File: src/rtl/load_store_unit.sv
// load_store_unit
// Data-memory access unit sitting between the MEM stage and the data bus.
// Loads byte/half/word (dword on a 64-bit bus), sign- or zero-extended to
// DATA_W. Stores are lane-shifted with per-byte enables. Accesses that cross
// a DATA_W boundary are either split into two bus beats or reported as an
// error, depending on SPLIT_MISALIGNED. Little-endian lane order.
//
// Ports:
//   clk, rst_n         clock, asynchronous active-low reset
//   req_*              request from the pipeline (valid/ready)
//   mem_valid/ready    bus beat request channel (valid/ready)
//   mem_we/addr/be/wdata  beat attributes, stable while mem_valid && !mem_ready
//   mem_rvalid/rdata   read return, honoured only while waiting for it
//   rsp_valid/data/err one-cycle completion pulse with registered result
//
// Handshake rule: a transfer occurs on a rising clk edge where valid and
// ready are both high; the sender holds valid and its payload unchanged
// until that edge.
module load_store_unit #(
    parameter int DATA_W           = 32,
    parameter int ADDR_W           = 32,
    parameter int SPLIT_MISALIGNED = 1
) (
    input  logic                  clk,
    input  logic                  rst_n,
    input  logic                  req_valid,
    output logic                  req_ready,
    input  logic                  req_we,
    input  logic [1:0]            req_size,
    input  logic                  req_signed,
    input  logic [ADDR_W-1:0]     req_addr,
    input  logic [DATA_W-1:0]     req_wdata,
    output logic                  mem_valid,
    input  logic                  mem_ready,
    output logic                  mem_we,
    output logic [ADDR_W-1:0]     mem_addr,
    output logic [DATA_W/8-1:0]   mem_be,
    output logic [DATA_W-1:0]     mem_wdata,
    input  logic                  mem_rvalid,
    input  logic [DATA_W-1:0]     mem_rdata,
    output logic                  rsp_valid,
    output logic [DATA_W-1:0]     rsp_data,
    output logic                  rsp_err
);

    localparam int BYTES = DATA_W / 8;
    localparam int OFF_W = $clog2(BYTES);

    typedef enum logic [1:0] {
        S_IDLE = 2'd0,
        S_REQ  = 2'd1,
        S_WAIT = 2'd2,
        S_RESP = 2'd3
    } state_t;

    state_t r_state;
    state_t w_next_state;

    // Latched request
    logic              r_we;
    logic              r_signed;
    logic [1:0]        r_size;
    logic [OFF_W-1:0]  r_off;
    logic [ADDR_W-1:0] r_base;
    logic [DATA_W-1:0] r_wdata;
    logic              r_beat;      // 0 = first beat, 1 = second beat of a split
    logic [DATA_W-1:0] r_rdata_lo;  // beat-0 read data of a split load
    logic [DATA_W-1:0] r_rsp_data;
    logic              r_rsp_err;

    // Incoming request decode
    logic [OFF_W-1:0]  w_req_off;
    logic [3:0]        w_req_nbytes;
    logic [OFF_W-1:0]  w_req_low_mask;
    logic              w_req_misal;
    logic              w_req_illegal;

    // Latched request decode
    logic [3:0]          w_nbytes;
    logic [6:0]          w_nbits;
    logic                w_split;
    logic                w_more;       // a second beat still has to go out
    logic [2*BYTES-1:0]  w_be_wide;
    logic [2*DATA_W-1:0] w_wdata_wide;
    logic [DATA_W-1:0]   w_rd_lo;
    logic [DATA_W-1:0]   w_rd_hi;
    logic [DATA_W-1:0]   w_merged;
    logic                w_sign;
    logic [DATA_W-1:0]   w_ext;

    assign w_req_off      = req_addr[OFF_W-1:0];
    assign w_req_nbytes   = 4'd1 << req_size;
    assign w_req_low_mask = OFF_W'(w_req_nbytes - 4'd1);
    assign w_req_misal    = |(w_req_off & w_req_low_mask);
    assign w_req_illegal  = (w_req_nbytes > 4'(BYTES)) ||
                            ((SPLIT_MISALIGNED == 0) && w_req_misal);

    assign w_nbytes = 4'd1 << r_size;
    assign w_nbits  = {w_nbytes, 3'b000};
    assign w_split  = (int'(r_off) + int'(w_nbytes)) > BYTES;
    assign w_more   = !r_beat && w_split;

    // Lanes off..off+N-1 of a two-word window: low half is beat 0, high half beat 1.
    always_comb begin
        w_be_wide = '0;
        for (int i = 0; i < 2 * BYTES; i++) begin
            if ((i >= int'(r_off)) && (i < int'(r_off) + int'(w_nbytes))) begin
                w_be_wide[i] = 1'b1;
            end
        end
    end

    assign w_wdata_wide = {{DATA_W{1'b0}}, r_wdata} << {r_off, 3'b000};

    // Read merge: beat-1 data (if any) sits above beat-0 data, then the
    // window is shifted down by the byte offset.
    assign w_rd_lo  = r_beat ? r_rdata_lo : mem_rdata;
    assign w_rd_hi  = r_beat ? mem_rdata : '0;
    assign w_merged = DATA_W'({w_rd_hi, w_rd_lo} >> {r_off, 3'b000});

    // Extension from bit 8N-1; when N fills the bus nothing is extended.
    always_comb begin
        w_sign = 1'b0;
        for (int i = 0; i < DATA_W; i++) begin
            if (i == int'(w_nbits) - 1) begin
                w_sign = w_merged[i];
            end
        end
        w_ext = '0;
        for (int i = 0; i < DATA_W; i++) begin
            w_ext[i] = (i < int'(w_nbits)) ? w_merged[i] : (r_signed & w_sign);
        end
    end

    // Next-state logic
    always_comb begin
        w_next_state = r_state;
        case (r_state)
            S_IDLE: begin
                if (req_valid) begin
                    w_next_state = w_req_illegal ? S_RESP : S_REQ;
                end
            end
            S_REQ: begin
                if (mem_ready) begin
                    if (!r_we) begin
                        w_next_state = S_WAIT;
                    end else if (w_more) begin
                        w_next_state = S_REQ;
                    end else begin
                        w_next_state = S_RESP;
                    end
                end
            end
            S_WAIT: begin
                if (mem_rvalid) begin
                    w_next_state = w_more ? S_REQ : S_RESP;
                end
            end
            S_RESP: begin
                w_next_state = S_IDLE;
            end
            default: begin
                w_next_state = S_IDLE;
            end
        endcase
    end

    always_ff @(posedge clk or negedge rst_n) begin
        if (!rst_n) begin
            r_state    <= S_IDLE;
            r_we       <= 1'b0;
            r_signed   <= 1'b0;
            r_size     <= 2'd0;
            r_off      <= '0;
            r_base     <= '0;
            r_wdata    <= '0;
            r_beat     <= 1'b0;
            r_rdata_lo <= '0;
            r_rsp_data <= '0;
            r_rsp_err  <= 1'b0;
        end else begin
            r_state <= w_next_state;
            case (r_state)
                S_IDLE: begin
                    if (req_valid) begin
                        r_we       <= req_we;
                        r_signed   <= req_signed;
                        r_size     <= req_size;
                        r_off      <= w_req_off;
                        r_base     <= {req_addr[ADDR_W-1:OFF_W], {OFF_W{1'b0}}};
                        r_wdata    <= req_wdata;
                        r_beat     <= 1'b0;
                        r_rsp_data <= '0;
                        r_rsp_err  <= w_req_illegal;
                    end
                end
                S_REQ: begin
                    if (mem_ready && r_we) begin
                        if (w_more) begin
                            r_beat <= 1'b1;
                        end else begin
                            r_rsp_data <= '0;
                            r_rsp_err  <= 1'b0;
                        end
                    end
                end
                S_WAIT: begin
                    if (mem_rvalid) begin
                        if (w_more) begin
                            r_rdata_lo <= mem_rdata;
                            r_beat     <= 1'b1;
                        end else begin
                            r_rsp_data <= w_ext;
                            r_rsp_err  <= 1'b0;
                        end
                    end
                end
                default: begin
                end
            endcase
        end
    end

    // Bus outputs are decoded from the latched request, so they cannot move
    // while a beat is stalled, and read as zero whenever no beat is offered.
    assign req_ready = (r_state == S_IDLE);
    assign mem_valid = (r_state == S_REQ);
    assign mem_we    = mem_valid & r_we;
    assign mem_addr  = !mem_valid ? '0 :
                       (r_beat ? r_base + ADDR_W'(BYTES) : r_base);
    assign mem_be    = !mem_valid ? '0 :
                       (r_beat ? w_be_wide[2*BYTES-1:BYTES] : w_be_wide[BYTES-1:0]);
    assign mem_wdata = !(mem_valid && r_we) ? '0 :
                       (r_beat ? w_wdata_wide[2*DATA_W-1:DATA_W] : w_wdata_wide[DATA_W-1:0]);

    assign rsp_valid = (r_state == S_RESP);
    assign rsp_data  = r_rsp_data;
    assign rsp_err   = r_rsp_err;

endmodule
File: config.mk
export PLATFORM = sky130hd
export DESIGN_NAME = load_store_unit
export DESIGN_NICKNAME = d
export VERILOG_FILES = /design/src/rtl/load_store_unit.sv
export SDC_FILE = /design/constraint.sdc
export NUM_CORES = 1
export LEC_CHECK = 0
export CAP_MARGIN = 15
export CELL_PAD_IN_SITES_DETAIL_PLACEMENT = 0
export CELL_PAD_IN_SITES_GLOBAL_PLACEMENT = 1
export CORE_MARGIN = 5
export CORE_UTILIZATION = 36
export CTS_BUF_LIST = sky130_fd_sc_hd__clkbuf_4
export CTS_CLUSTER_SIZE = 20
export DETAILED_ROUTE_END_ITERATION = 12
export HOLD_SLACK_MARGIN = 0.1
export MAX_ROUTING_LAYER = met4
export PLACE_DENSITY_LB_ADDON = 0.2
export SKIP_CTS_REPAIR_TIMING = 1
export SYNTH_ARGS = -nofsm -noshare
export SYNTH_HDL_FRONTEND = slang
export SYNTH_SLANG_ARGS = --single-unit
File: constraint.sdc
create_clock -name clk -period 3.18 [get_ports clk]
set_clock_uncertainty 0.1 [all_clocks]
set_input_delay 0.795 -clock clk [delete_from_list [all_inputs] [get_ports clk]]
set_output_delay 0.795 -clock clk [all_outputs]
set_load 0.05 [all_outputs]
==> results.py, run 1 <==
metrics = {
    "synthesis": {
        "synthAdderAreaFrac_pct": 1.21,
        "synth-simple-area-share_pct": 13.9,
        "synth_common_cells": "dfrtp_1 (136), mux2_2 (99), mux2i_1 (70)",
        "postSynthAreaPerCell_um2": 10.3,
        "async_reset_ff_share_pct": 100,
        "synth_most_common_cell": "dfrtp_1",
        "yosysWarningCount": 0,
        "synth_top_family_by_area": "multiplexers",
        "synth-compound-area-share_pct": 13.3,
        "ys_seq_area_share_pct": 38.3,
        "yosysTopAreaCell": "dfrtp_1",
        "yosys.area_share.xor_xnor_pct": 3.06,
        "yosys_most_used_dff": "dfrtp_1",
        "ys_seq_elements": 136,
        "synth_area_um2": 8880,
        "ys_types": 63,
        "synthCells": 864,
        "synth_edf_count": 0,
        "synth_mux_area_share_pct": 25.9,
        "synth_area_leaders": "dfrtp_1 (38%), mux2_2 (13%), mux2i_1 (7.9%)",
        "yosys.area.top_type_share_pct": 38.3,
    },
    "clock_tree": {
        "cts.sinks": 136,
        "numCtsBuffers": 17,
        "h-tree-depth": 4,
        "cts_tree": "yes",
        "cts.reportedPaths.clkPinSlew_ps": 130,
        "clock_path_buffers": 2,
        "root_buffer": "clkbuf_4",
        "clk_latency_ps": 560,
    },
    "floorplan": {
        "die-area_um2": 27900,
        "die_h_um": 167,
        "core_region_area_um2": 24300,
        "initial_core_util_pct": 36.5,
        "rows": 57,
        "io_pins": 210,
        "fp.dieW_um": 167,
    },
    "sta": {
        "relSlewSlack_pct": 62.9,
        "hold_viol_final": 0,
        "period_share_pct": 107,
        "rsz0062_at_grt": "true",
        "period_needed_ps": 3400,
        "hold_slack_ps": 398,
        "layout_setup_ws_ps": -220,
        "setup_viol": 21,
        "worst_pin_slew_ps": 557,
        "max_freq_ghz": 0.294,
        "maxSlewViolCount": 0,
    },
    "drt": {
        "route.detailed.drc": 0,
        "wl_per_cell_um": 20.6,
        "drtPass1Iterations": 5,
        "via_per_inst": 5.31,
        "ant_nets": 0,
        "drtIter0Drc": 456,
        "vias": 7690,
        "drt_wl_total_mm": 29.8,
    },
    "finish": {
        "fill_cells": 2125,
        "area_growth_pct": 50.8,
        "multiInputGateArea_um2": 5670,
        "nets": 1216,
        "fin_util_pct": 55.1,
        "final_layout_size_suffix_gt1_share_pct": 36.5,
        "final-seq-area_um2": 3420,
    },
    "power": {
        "power.density_nw_per_um2": 1090,
        "peakVddDrop_uv": 571,
        "leakage_nw": 5.50,
    },
    "grt": {
        "grt_pass1_wl_mm": 44.2,
        "grt_usage_pct": 20.5,
        "grt_pass1_vias": 7539,
        "grt_antenna_before_repair": 6,
        "grt-ovfl-total": 0,
        "grt_start_max_net_pins": 86,
    },
    "worst_setup_path": {
        "required_ps": 2280,
        "crit_fanout": 5,
        "cp-end-kind": "output port",
        "arrival_ps": 2500,
        "path_class": "register to output port",
        "cp-start-kind": "register",
    },
    "placement": {
        "port_buffers": 207,
        "dpl.hpwl_mm": 20.0,
        "place_congestion": 0.824,
    },
    "min_path": {
        "hold_class": "register to register",
    },
    "job": {
        "cap_viol_max_count": 0,
    },
    "outcome": {
        "run_status": "finished with violations",
        "failed_checks": "setup timing",
    },
}
state kept, by name, summed over array words and instances, names as in the netlist:
signal / count
r_beat: 1
rsp_err: 1
r_base: 30
r_we: 1
rsp_data: 32
r_off: 2
r_wdata: 32
r_size: 2
r_signed: 1
r_state: 2
r_rdata_lo: 32
placed cells by master, fill, tap and decap left out, types with 13 or more instances in the layout:
master and count:
nand2_1 37, and2_4 22, nor2_2 15, clkdlybuf4s50_1 137, dfrtp_1 127, mux2i_1 67
buf_12 68, o2bb2ai_1 17, buf_4 51, o21ai_0 22, buf_6 13, mux2_1 43
mux2_2 99, a21oi_1 29, nand4_1 24, clkbuf_4 17, xnor2_1 19, nor2_1 44
and2_1 17
routing by layer:
layer / vias to the layer above / track usage, % / share of wire, %
li1: 3643 / - / -
met1: 3804 / 26.8 / 45
met2: 219 / 31.5 / 47
met3: 24 / 6.32 / 6.9
met4: 0 / 4.45 / 1.4
met5: - / - / 0
power breakdown:
| group | switching (W) | internal [W] |
|---|---|---|
| Combinational | 0.00554 | 0.00459 |
| Clock | 0.000759 | 0.000402 |
| Sequential | 0.000783 | 0.00253 |
through the flow:
step                      worst slack (ps)  instance area [um2]  setup TNS (ps)  total power [W]  std cells
after floorplan                      -13.2                 9070           -87.5          0.00923        865
after global placement                 154                12200               0           0.0122       1369
after detailed placement               113                12200               0           0.0123       1369
after CTS                             -539                12500          -12040           0.0135       1401
after global routing                  -365                13400           -6930           0.0154       1447
final                                 -220                13400           -1890           0.0146       1447
critical path, stage by stage, from the launching register on:
cell and delay [ps]:
dfrtp_1 450, nor2b_4 150, xnor2_2 140, ha_4 190
or2_4 240, a211oi_4 270, maj3_2 280, a21oi_4 60
buf_8 170
worst paths after layout:
path	startpoint	slack [ps]	cells after the start	endpoint
min in group asynchronous	rst_n	590	2	rsp_data[17]
worst min register to register	rsp_data[2]	400	1	rsp_data[2]
worst min-delay path	rsp_data[2]	400	1	rsp_data[2]
worst max-delay path	r_size[0]	-220	8	mem_be[2]
max in group asynchronous	rst_n	1650	3	r_base[2]
worst max register to register	r_size[0]	370	10	r_rdata_lo[5]
cell families (layout without fill, tap and decap cells):
group / after synthesis / count (layout)
AO/OA/AOI/OAI: 164 / 164
XOR/XNOR: 31 / 31
adder cells (fa/ha/maj): 9 / 9
buffers and inverters: 79 / 331
flip-flops: 136 / 136
multiplexers: 212 / 212
other: 1 / 8
AND/OR/NAND/NOR: 232 / 232
cell type report:
type,count,share of cell area [%]
diodes,6,0.112
clock buffers,17,0.953
clock inverters,15,1.06
inverters,14,0.430
multi-input cells,650,42.3
flip-flops and latches,136,25.5
well taps,324,3.03
repair buffers,285,26.6
(Power assumes the default switching activity.)
==> inputs of run 2 (changes only) <==
CORE_UTILIZATION = 43   (was 36)
CTS_CLUSTER_DIAMETER = 60   (was default)
clock period = 3.95 ns   (was 3.18 ns; I/O delays follow)
==> run 2 against run 1 <==
  * Sequential share of layout area rose by 2.6 points
  * Largest power group unchanged
  * Via count fell by 3.8%
  * Count of clock-buffer cells in the layout rose by 4
  * Clock power fell by 10%
  * Critical path depth fell by 2
  * Final area fell by 9.3%
  * Critical endpoint is now mem_wdata[7]
  * The run now ends clean
==> results.py, run 2 (synthesized netlist as in run 1, its figures left out) <==
metrics = {
    "finish": {
        "final_layout_size_suffix_gt1_share_pct": 24.0,
        "nets": 1166,
        "layout.cells.most_common": "clkdlybuf4s50_1",
        "fin_cells": 1341,
        "final_cell_mix": "clkdlybuf4s50_1 (144), dfrtp_1 (132), mux2_2 (99)",
        "area_growth_pct": 36.7,
        "finalInstanceArea_um2": 12100,
    },
    "drt": {
        "via_per_inst": 5.52,
        "vias": 7398,
        "drtIter0Drc": 376,
        "drt_wl_total_mm": 26.7,
        "wl_per_cell_um": 19.9,
        "drtPass1Iterations": 5,
        "ant_nets": 0,
        "route.detailed.drc": 0,
    },
    "grt": {
        "grt-ovfl-total": 0,
        "grt_start_max_net_pins": 87,
        "grt_pass1_wl_mm": 42.6,
        "grt_antenna_before_repair": 5,
        "grt_pass1_vias": 7614,
        "grt_usage_pct": 23.1,
    },
    "sta": {
        "period_share_pct": 96.2,
        "maxSlewViolCount": 0,
        "relSlewSlack_pct": 43.7,
        "rsz0062_at_grt": "false",
        "worst_pin_slew_ps": 844,
        "period_needed_ps": 3800,
        "hold_viol_final": 0,
        "setup_viol": 0,
        "max_freq_ghz": 0.263,
    },
    "placement": {
        "port_buffers": 207,
        "place_area_um2": 11800,
        "dpl.hpwl_mm": 19.1,
        "dp.cells": 1303,
        "place_congestion": 0.866,
    },
    "power": {
        "power.density_nw_per_um2": 865,
        "total_power_w": 0.0105,
        "peakVddDrop_uv": 471,
        "leakage_nw": 5.02,
    },
    "floorplan": {
        "rows": 52,
        "initial_core_util_pct": 43.8,
        "fp.dieW_um": 154,
        "core_region_area_um2": 20300,
        "io_pins": 210,
        "die-area_um2": 23600,
        "die_h_um": 154,
    },
    "outcome": {
        "run_status": "finished, final reports clean",
    },
    "clock_tree": {
        "numCtsBuffers": 17,
        "cts_tree": "yes",
        "clk_latency_ps": 550,
        "clock_path_buffers": 2,
        "h-tree-depth": 4,
        "root_buffer": "clkbuf_4",
        "cts.sinks": 136,
        "cts.reportedPaths.clkPinSlew_ps": 120,
    },
    "worst_setup_path": {
        "crit_fanout": 30,
        "path_class": "register to output port",
        "cp-start-kind": "register",
        "cp-end-kind": "output port",
        "arrival_ps": 2710,
        "required_ps": 2860,
    },
    "min_path": {
        "hold_class": "primary input to async pin",
    },
    "job": {
        "cap_viol_max_count": 0,
    },
}
==> run 2: changes by cell type in the layout (fill, tap and decap cells not counted), sizes merged <==
cell | before | now
buf | 141 | 91
clkdlybuf4s50 | 137 | 144
inv | 17 | 12
bufinv | 1 | 4
clkinv | 9 | 6
dlymetal6s2s | 2 | 0
diode | 6 | 5
dlygate4sd3 | 1 | 0
==> run 2: per-stage QoR <==
step | hold slack [ps] | setup slack, ps | util [%] | TNS (ps)
6_report | 396 | 148 | 59.8 | 0
3_5_place_dp | 378 | 483 | 58.1 | 0
2_1_floorplan | 358 | -390 | - | -3840
3_3_place_gp | 367 | 541 | 58.1 | 0
5_1_grt | 415 | 32.0 | 59.8 | 0
4_1_cts | 403 | -123 | 59.6 | -316
==> run 2: final cells by class <==
class	instances	area, um2
multi-input combinational	650	5130
clock inverter	10	153
sequential	136	3410
tap	270	338
clock buffer	21	158
fill	1783	8150
timing repair buffer	235	2890
antenna	5	12.5
inverter	14	52.6
==> run 2: worst max-delay path, stage by stage, from the launching register on <==
cell and delay, ps:
dfrtp_4 490, buf_4 260, nor2_1 650, o2bb2ai_1 180, a21oi_1 90, nor2_1 310
buf_12 190
==> run 2: final timing paths <==
kind	endpoint	slack (ps)	depth (start not counted)	from
worst max-delay path	mem_wdata[7]	150	6	r_off[0]
worst min-delay path	r_base[10]	400	1	rst_n
worst max register to register	rsp_data[18]	880	8	r_off[0]
worst min register to register	r_rdata_lo[1]	400	1	r_rdata_lo[1]
max in group asynchronous	r_rdata_lo[16]	2530	2	rst_n
min in group clk	r_rdata_lo[1]	400	1	r_rdata_lo[1]
==> run 2: metal layers <==
metal,track usage [%],up-vias,part of all wire (%)
met3,7.17,28,7.9
met1,30.3,3606,44
met2,34.9,224,46
met4,6.01,0,1.8
met5,-,-,0
li1,-,3540,-
==> run 2: where the power goes <==
| group | internal (W) | switching, W | total [W] | leakage, nW |
|---|---|---|---|---|
| clock network | 0.000521 | 0.000521 | 0.00104 | 0.164 |
| logic | 0.00291 | 0.00388 | 0.00680 | 3.18 |
| registers | 0.00203 | 0.000630 | 0.00266 | 1.67 |
